--- config.mk ---
export PLATFORM = sky130hd
export DESIGN_NAME = uart_tx_core
export DESIGN_NICKNAME = d
export VERILOG_FILES = /design/src/rtl/uart_tx_core.sv
export SDC_FILE = /design/constraint.sdc
export NUM_CORES = 1
export LEC_CHECK = 0
export ABC_AREA = 1
export CAP_MARGIN = 20
export CELL_PAD_IN_SITES_DETAIL_PLACEMENT = 1
export CELL_PAD_IN_SITES_GLOBAL_PLACEMENT = 2
export CORE_MARGIN = 1.5
export CORE_UTILIZATION = 35
export CTS_CLUSTER_SIZE = 25
export DETAILED_ROUTE_END_ITERATION = 10
export PLACE_DENSITY = 0.84
export SYNTH_ARGS = -nofsm -noshare
export SYNTH_HDL_FRONTEND = slang
export SYNTH_SLANG_ARGS = --single-unit
--- constraint.sdc ---
create_clock -name clk -period 2.1 [get_ports clk]
set_input_delay 0.42 -clock clk [delete_from_list [all_inputs] [get_ports clk]]
set_output_delay 0.42 -clock clk [all_outputs]
set_load 0.005 [all_outputs]
--- src/rtl/uart_tx_core.sv ---
// rtl/uart_tx_core.sv - UART transmitter: start, 8 data bits LSB-first, optional parity, one stop bit
// Ports:
//   clk         system clock, rising edge
//   rst_n       synchronous active-low reset
//   i_tx_start  transmit request, accepted when not busy
//   i_tx_d      byte to send, captured on accept
//   o_tx_d      registered serial line, idle high
//   o_tx_busy   high while a frame is in progress
//   o_tx_done   one-cycle pulse after the stop bit
module uart_tx_core #(
  parameter int SYS_CLK   = 50000000,
  parameter int BAUD_RATE = 115200,
  parameter int PARITY    = 0
) (
  input  logic       clk,
  input  logic       rst_n,
  input  logic       i_tx_start,
  input  logic [7:0] i_tx_d,
  output logic       o_tx_d,
  output logic       o_tx_busy,
  output logic       o_tx_done
);

  localparam int BIT_DIV = SYS_CLK / BAUD_RATE;
  localparam int CNT_W   = (BIT_DIV > 1) ? $clog2(BIT_DIV) : 1;
  localparam logic [CNT_W-1:0] CNT_LAST = CNT_W'(BIT_DIV - 1);
  // Unsupported parity codes fall back to no parity.
  localparam logic PAR_EN  = (PARITY == 1) || (PARITY == 2);
  localparam logic PAR_ODD = (PARITY == 2);

  typedef enum logic [2:0] {
    S_IDLE,
    S_START,
    S_DATA,
    S_PARITY,
    S_STOP
  } state_t;

  state_t           state;
  state_t           state_nxt;
  logic [CNT_W-1:0] baud_cnt;
  logic [2:0]       bit_idx;
  logic [7:0]       shift_reg;
  logic [7:0]       shift_nxt;
  logic             par_bit;
  logic             tx_d_q;
  logic             tx_d_nxt;
  logic             tx_done_q;
  logic             accept;
  logic             baud_end;

  assign accept   = (state == S_IDLE) && i_tx_start;
  assign baud_end = (baud_cnt == CNT_LAST);

  always_comb begin
    state_nxt = state;
    shift_nxt = shift_reg;
    tx_d_nxt  = 1'b1;
    case (state)
      S_IDLE: begin
        if (i_tx_start) begin
          state_nxt = S_START;
          shift_nxt = i_tx_d;
        end
      end
      S_START: begin
        if (baud_end) state_nxt = S_DATA;
      end
      S_DATA: begin
        if (baud_end) begin
          shift_nxt = {1'b0, shift_reg[7:1]};
          if (bit_idx == 3'd7) state_nxt = PAR_EN ? S_PARITY : S_STOP;
        end
      end
      S_PARITY: begin
        if (baud_end) state_nxt = S_STOP;
      end
      S_STOP: begin
        if (baud_end) state_nxt = S_IDLE;
      end
      default: state_nxt = S_IDLE;
    endcase

    // The line value is decided from the state being entered so that the
    // output flop changes on the same edge as the state register.
    case (state_nxt)
      S_START:  tx_d_nxt = 1'b0;
      S_DATA:   tx_d_nxt = shift_nxt[0];
      S_PARITY: tx_d_nxt = par_bit;
      default:  tx_d_nxt = 1'b1;
    endcase
  end

  always_ff @(posedge clk) begin
    if (!rst_n) begin
      state     <= S_IDLE;
      baud_cnt  <= '0;
      bit_idx   <= '0;
      shift_reg <= '0;
      par_bit   <= 1'b0;
      tx_d_q    <= 1'b1;
      tx_done_q <= 1'b0;
    end else begin
      state     <= state_nxt;
      shift_reg <= shift_nxt;
      tx_d_q    <= tx_d_nxt;
      tx_done_q <= (state == S_STOP) && baud_end;

      if ((state == S_IDLE) || baud_end) baud_cnt <= '0;
      else                               baud_cnt <= baud_cnt + CNT_W'(1);

      if (state != S_DATA) bit_idx <= '0;
      else if (baud_end)   bit_idx <= bit_idx + 3'd1;

      if (accept) par_bit <= (^i_tx_d) ^ PAR_ODD;
    end
  end

  assign o_tx_d    = tx_d_q;
  assign o_tx_busy = (state != S_IDLE);
  assign o_tx_done = tx_done_q;

endmodule

==> run metrics, run 1 <==
worst slew pin tran=0.469 ns; max incr delay on CP=0.52 ns; Via Count=1,197; global-route wire length before repair=around 5400 um; RSZ-0062 raised after global routing=false; largest net degree at the start of global routing=16; peak supply drop=0.266 mV; HP Class=reg -> reg; fin crit share=0.921; placed inst area=0.00163 sq mm; Die W=67.1 um; DRC=0; largest cells by area after synthesis=dfxtp_1 36%, nand2_1 8.9%, nor2_1 5.7%; DR WL/cell=around 13 um; total of max-cap violations=0; CTS Hold Buffers Added=0; post-synthesis sequential area ratio=0.362; RR Endpoint=shift_reg[7]; Post-Syn Instances=between 150 and 200; count leader, synth=nand2_1; Core ar.=between 0.003 and 0.004 sq mm; synthesized cell area=0.00144 sq mm; antenna violations before repair=0; Max clock buf depth=2; Post-Route WL=roughly 3100 um; Post-Synthesis Net Count=just under 200; Filler Cell Count=approximately 490; ANT cells=0; total grt overflow=0; area leader, netlist=dfxtp_1; static leakage=0.698 nW; Fin Hold WS=0.479 ns; setup violators final=0; Logic pwr share=0.147; nets=about 210; Synth Flop Type=dfxtp_1; Clock transition at path regs=0.09 ns; critical path startpoint=state[1]; DRT Pass-1 Iters=4; row count=23; placed insts=243; Slew Limit Headroom=0.687; outcome=finished, final reports clean; 1st-iter DRT viols=65; post-cts sizing count=0; Setup Crit Path Kind=reg -> out; RR Startpoint=baud_cnt[0]; TritonCTS clock tree=yes; Skew-Pair Late Insertion Delay=0.27 ns; setup_tns=0 ns; Post-synth EDFFs=0; worst path cell trace=inv_1 > nand2_1 > clkdlybuf4s50_1; Root Driver=clkbuf_8; Max FO, Critical Path=4; FMAX=517 MHz; vias per cell=4.87; chip height=between 60 and 70 um; Initial Utilization=0.362; Clock Skew=0.00287 ns; register share of total power=0.551; CP Launch Type=flop; Final Hold Fails=0; Sw Ratio=0.253; Period minus WS final=1.93 ns; input/output buffers=13; total power=0.943 mW; max FFs per register=9; register bit count reported by yosys=26; Place WS=0.371 ns; Distinct cells, synth=32; CP max-delay cell=clkdlybuf4s50_1; Setup crit end kind=output pin; R2R Setup Slk=0.54 ns; Setup crit end=o_tx_busy; H-tree levels=1; clk sink count=26; gpl congestion=0.748; vias in the first global route=1,265; Area growth syn-to-layout=16.0%; Pint=0.704 mW; Worst Path Required=1.68 ns; CTS buffer count=3; Ports=14; layout cells sized above 1=0.143; synth cell count leaders=34 x nand2_1, 26 x dfxtp_1, 22 x nor2_1; All-Layer GR Usage=0.156; Clock power frac=0.303; Final Max Tran Viols=0; ANT nets after route=0; Setup Buffers After CTS=0; final worst setup slack=approximately 0.17 ns; Synth top area share=0.362; non-filler cells, final=246; NetSw=0.238 mW; post-detail-place hpwl=roughly 2500 um; die area=0.00450 sq mm; Data arrival, critical path=1.51 ns; PD cells=565 mW/mm^2; design area=~0.0017 sq mm; synth warn=0; syn avg cell area=approximately 8 sq um; post-layout util=0.420; Async SR Flop Fraction=0; R2R cell count=8
[cell families after synthesis]
| family | after synthesis | share of synthesized area |
|---|---|---|
| DFF | 26 | 0.362 |
| adders and majority gates | 4 | 0.0348 |
| and+or+nand+nor | 93 | 0.370 |
| AOI/OAI and AO/OA | 26 | 0.117 |
| xor gates and xnor gates | 9 | 0.0548 |
| buffers and inverters | 23 | 0.0617 |
[per-layer routing]
layer	routed length [um]	GRT usage
met1	1460	0.188
met2	1530	0.276
met3	92	0.0270
met4	42	0.0536
met5	0	0
[worst max-delay path: cells and delay by family (launching register included)]
kind | cells | cell delay, ns
buffers and inverters | 2 | 0.65
AND/OR/NAND/NOR | 1 | 0.16
flip-flops | 1 | 0.44
[area by class of cell]
class | count | area, sq um | area share
flip-flops and latches | 26 | 520 | 0.312
clock buffers | 3 | 41.3 | 0.0247
multi-input cells | 132 | 830 | 0.497
inverters | 22 | 85.1 | 0.0510
well taps | 50 | 62.6 | 0.0375
repair buffers | 13 | 130 | 0.0780
[power by group through the flow]
stage	Clock (mW)	Combinational, mW	Sequential, mW
2_1_floorplan	0	0.0915	0.529
3_3_place_gp	0	0.135	0.530
3_5_place_dp	0	0.140	0.531
4_1_cts	0.300	0.141	0.520
5_1_grt	0.315	0.155	0.521
6_report	0.285	0.138	0.519
[cell usage in the layout, fill, tap and decap left out]
cell | netlist | layout
nand3_1 | 11 | 11
o21ai_0 | 3 | 3
nor3b_1 | 1 | 1
nand2_1 | 34 | 34
ha_1 | 4 | 4
or2_2 | 1 | 1
xor2_1 | 3 | 3
clkbuf_8 | 0 | 3
nand2_8 | 1 | 1
nand4_1 | 1 | 1
nor2_8 | 3 | 3
o21a_1 | 1 | 1
inv_2 | 2 | 2
nand2_4 | 3 | 3
nand2_2 | 4 | 4
a22oi_1 | 5 | 5
nor4_1 | 1 | 1
nor2_2 | 2 | 2
inv_4 | 1 | 1
a21oi_4 | 1 | 1
a31oi_1 | 4 | 4
nand3_2 | 1 | 1
nor2_4 | 3 | 3
nand3_4 | 1 | 1
clkdlybuf4s50_1 | 0 | 13
a21oi_1 | 11 | 11
a22oi_2 | 1 | 1
nor2_1 | 22 | 22
nor3_1 | 3 | 3
xnor2_1 | 6 | 6
nor3b_2 | 1 | 1
inv_1 | 19 | 19
dfxtp_1 | 26 | 26
[worst min-delay path by stage]
stage / startpoint / end / slack [ns] / cells past startpoint
after floorplan: baud_cnt[0] / baud_cnt[0] / 0.43 / 1
after global placement: baud_cnt[0] / baud_cnt[0] / 0.45 / 1
after detailed placement: shift_reg[5] / shift_reg[5] / 0.46 / 2
after CTS: shift_reg[5] / shift_reg[5] / 0.48 / 2
after global routing: shift_reg[5] / shift_reg[5] / 0.50 / 2
final: shift_reg[4] / shift_reg[4] / 0.48 / 2
No activity file was read; power rests on OpenSTA's default activity.
==> inputs of run 2 (changes only) <==
--- a/config.mk
+++ b/config.mk
@@ -13,6 +13,7 @@
 export CORE_UTILIZATION = 35
 export CTS_CLUSTER_SIZE = 25
 export DETAILED_ROUTE_END_ITERATION = 10
+export MAX_ROUTING_LAYER = met4
 export PLACE_DENSITY = 0.84
 export SYNTH_ARGS = -nofsm -noshare
 export SYNTH_HDL_FRONTEND = slang
==> run metrics, run 2 (synthesis results as in run 1) <==
outcome=finished, final reports clean; Max clock buf depth=2; DRC=0; largest net degree at the start of global routing=16; Skew-Pair Late Insertion Delay=between 0.2 and 0.3 ns; DRT Pass-1 Iters=4; vias in the first global route=~1,300; Final Hold Fails=0; peak supply drop=around 0.27 mV; total grt overflow=0; clk sink count=26; post-cts sizing count=0; static leakage=0.698 nW; CP Launch Type=flop; Setup Buffers After CTS=0; antenna violations before repair=0; 1st-iter DRT viols=65; Slew Limit Headroom=0.687; All-Layer GR Usage=0.160; ANT cells=0; setup_tns=0 ns; gpl congestion=0.757; commonest non-fill, non-tap cell in the layout=nand2_1; Root Driver=clkbuf_8; global-route wire length before repair=about 5400 um; Post-Route WL=roughly 3100 um; Die W=67.1 um; Core ar.=0.00397 sq mm; ANT nets after route=0; die area=0.00450 sq mm; commonest non-fill, non-tap cells in the layout=34 x nand2_1, 26 x dfxtp_1, 22 x nor2_1, 19 x inv_1, 13 x clkdlybuf4s50_1; H-tree levels=1; input/output buffers=13; row count=23; post-layout util=0.420; Initial Utilization=0.362; CTS buffer count=3; Via Count=1,197; placed insts=243; fin crit share=0.921; non-filler cells, final=between 200 and 250; PD cells=between 500 and 600 mW/mm^2; total power=0.943 mW; Setup crit end kind=output pin; Worst Path Required=1.68 ns; Max FO, Critical Path=4; Ports=14; Clock Skew=0.00287 ns; layout cells sized above 1=0.143; total of max-cap violations=0; Area growth syn-to-layout=16.0%; chip height=67.1 um; Final Max Tran Viols=0; Period minus WS final=1.93 ns; setup violators final=0; post-detail-place hpwl=roughly 2500 um; Setup Crit Path Kind=reg -> out; HP Class=reg -> reg; Data arrival, critical path=1.51 ns; DR WL/cell=12.7 um; TritonCTS clock tree=yes; Clock transition at path regs=around 0.090 ns; max FFs per register=9; vias per cell=4.87; worst slew pin tran=0.469 ns; CTS Hold Buffers Added=0; RSZ-0062 raised after global routing=false; nets=213; FMAX=517 MHz
## run 2: per-stage QoR
| step | hold WS [ns] | area (sq um) | worst slack [ns] |
|---|---|---|---|
| 3_3_place_gp | 0.450 | 1630 | 0.434 |
| 4_1_cts | 0.480 | 1670 | 0.143 |
| 6_report | 0.479 | 1670 | 0.166 |
| 5_1_grt | 0.501 | 1670 | 0.0487 |
| 3_5_place_dp | 0.464 | 1630 | 0.371 |
| 2_1_floorplan | 0.433 | 1440 | 0.727 |
## run 2: layout make-up
cell class / count / area, sq um
fillers: 488 / 2300
multi-input cells: 132 / 830
flip-flops and latches: 26 / 520
repair buffers: 13 / 130
inverters: 22 / 85.1
well taps: 50 / 62.6
clock buffers: 3 / 41.3
## run 2: final timing paths
| check | slack (ns) | start | end | cells after the start |
|---|---|---|---|---|
| worst min register to register | 0.48 | shift_reg[3] | shift_reg[3] | 2 |
| worst min-delay path | 0.48 | shift_reg[3] | shift_reg[3] | 2 |
| worst max-delay path | 0.17 | state[1] | o_tx_busy | 3 |
| worst max register to register | 0.54 | baud_cnt[0] | shift_reg[7] | 8 |
## run 2: per-layer routing
| layer | GRT usage | share of wire |
|---|---|---|
| met1 | 0.188 | 0.47 |
| met2 | 0.276 | 0.49 |
| met5 | - | 0 |
| met4 | 0.0536 | 0.014 |
| met3 | 0.0270 | 0.029 |
## run 2: critical path: stages, from the launching register on
cell and delay, ns:
dfxtp_1 0.44, inv_1 0.13, nand2_1 0.16, clkdlybuf4s50_1 0.52
## run 2: power breakdown
part	switching [mW]	internal [mW]
Clock	0.157	0.129
Sequential	0.00940	0.510
Combinational	0.0725	0.0658
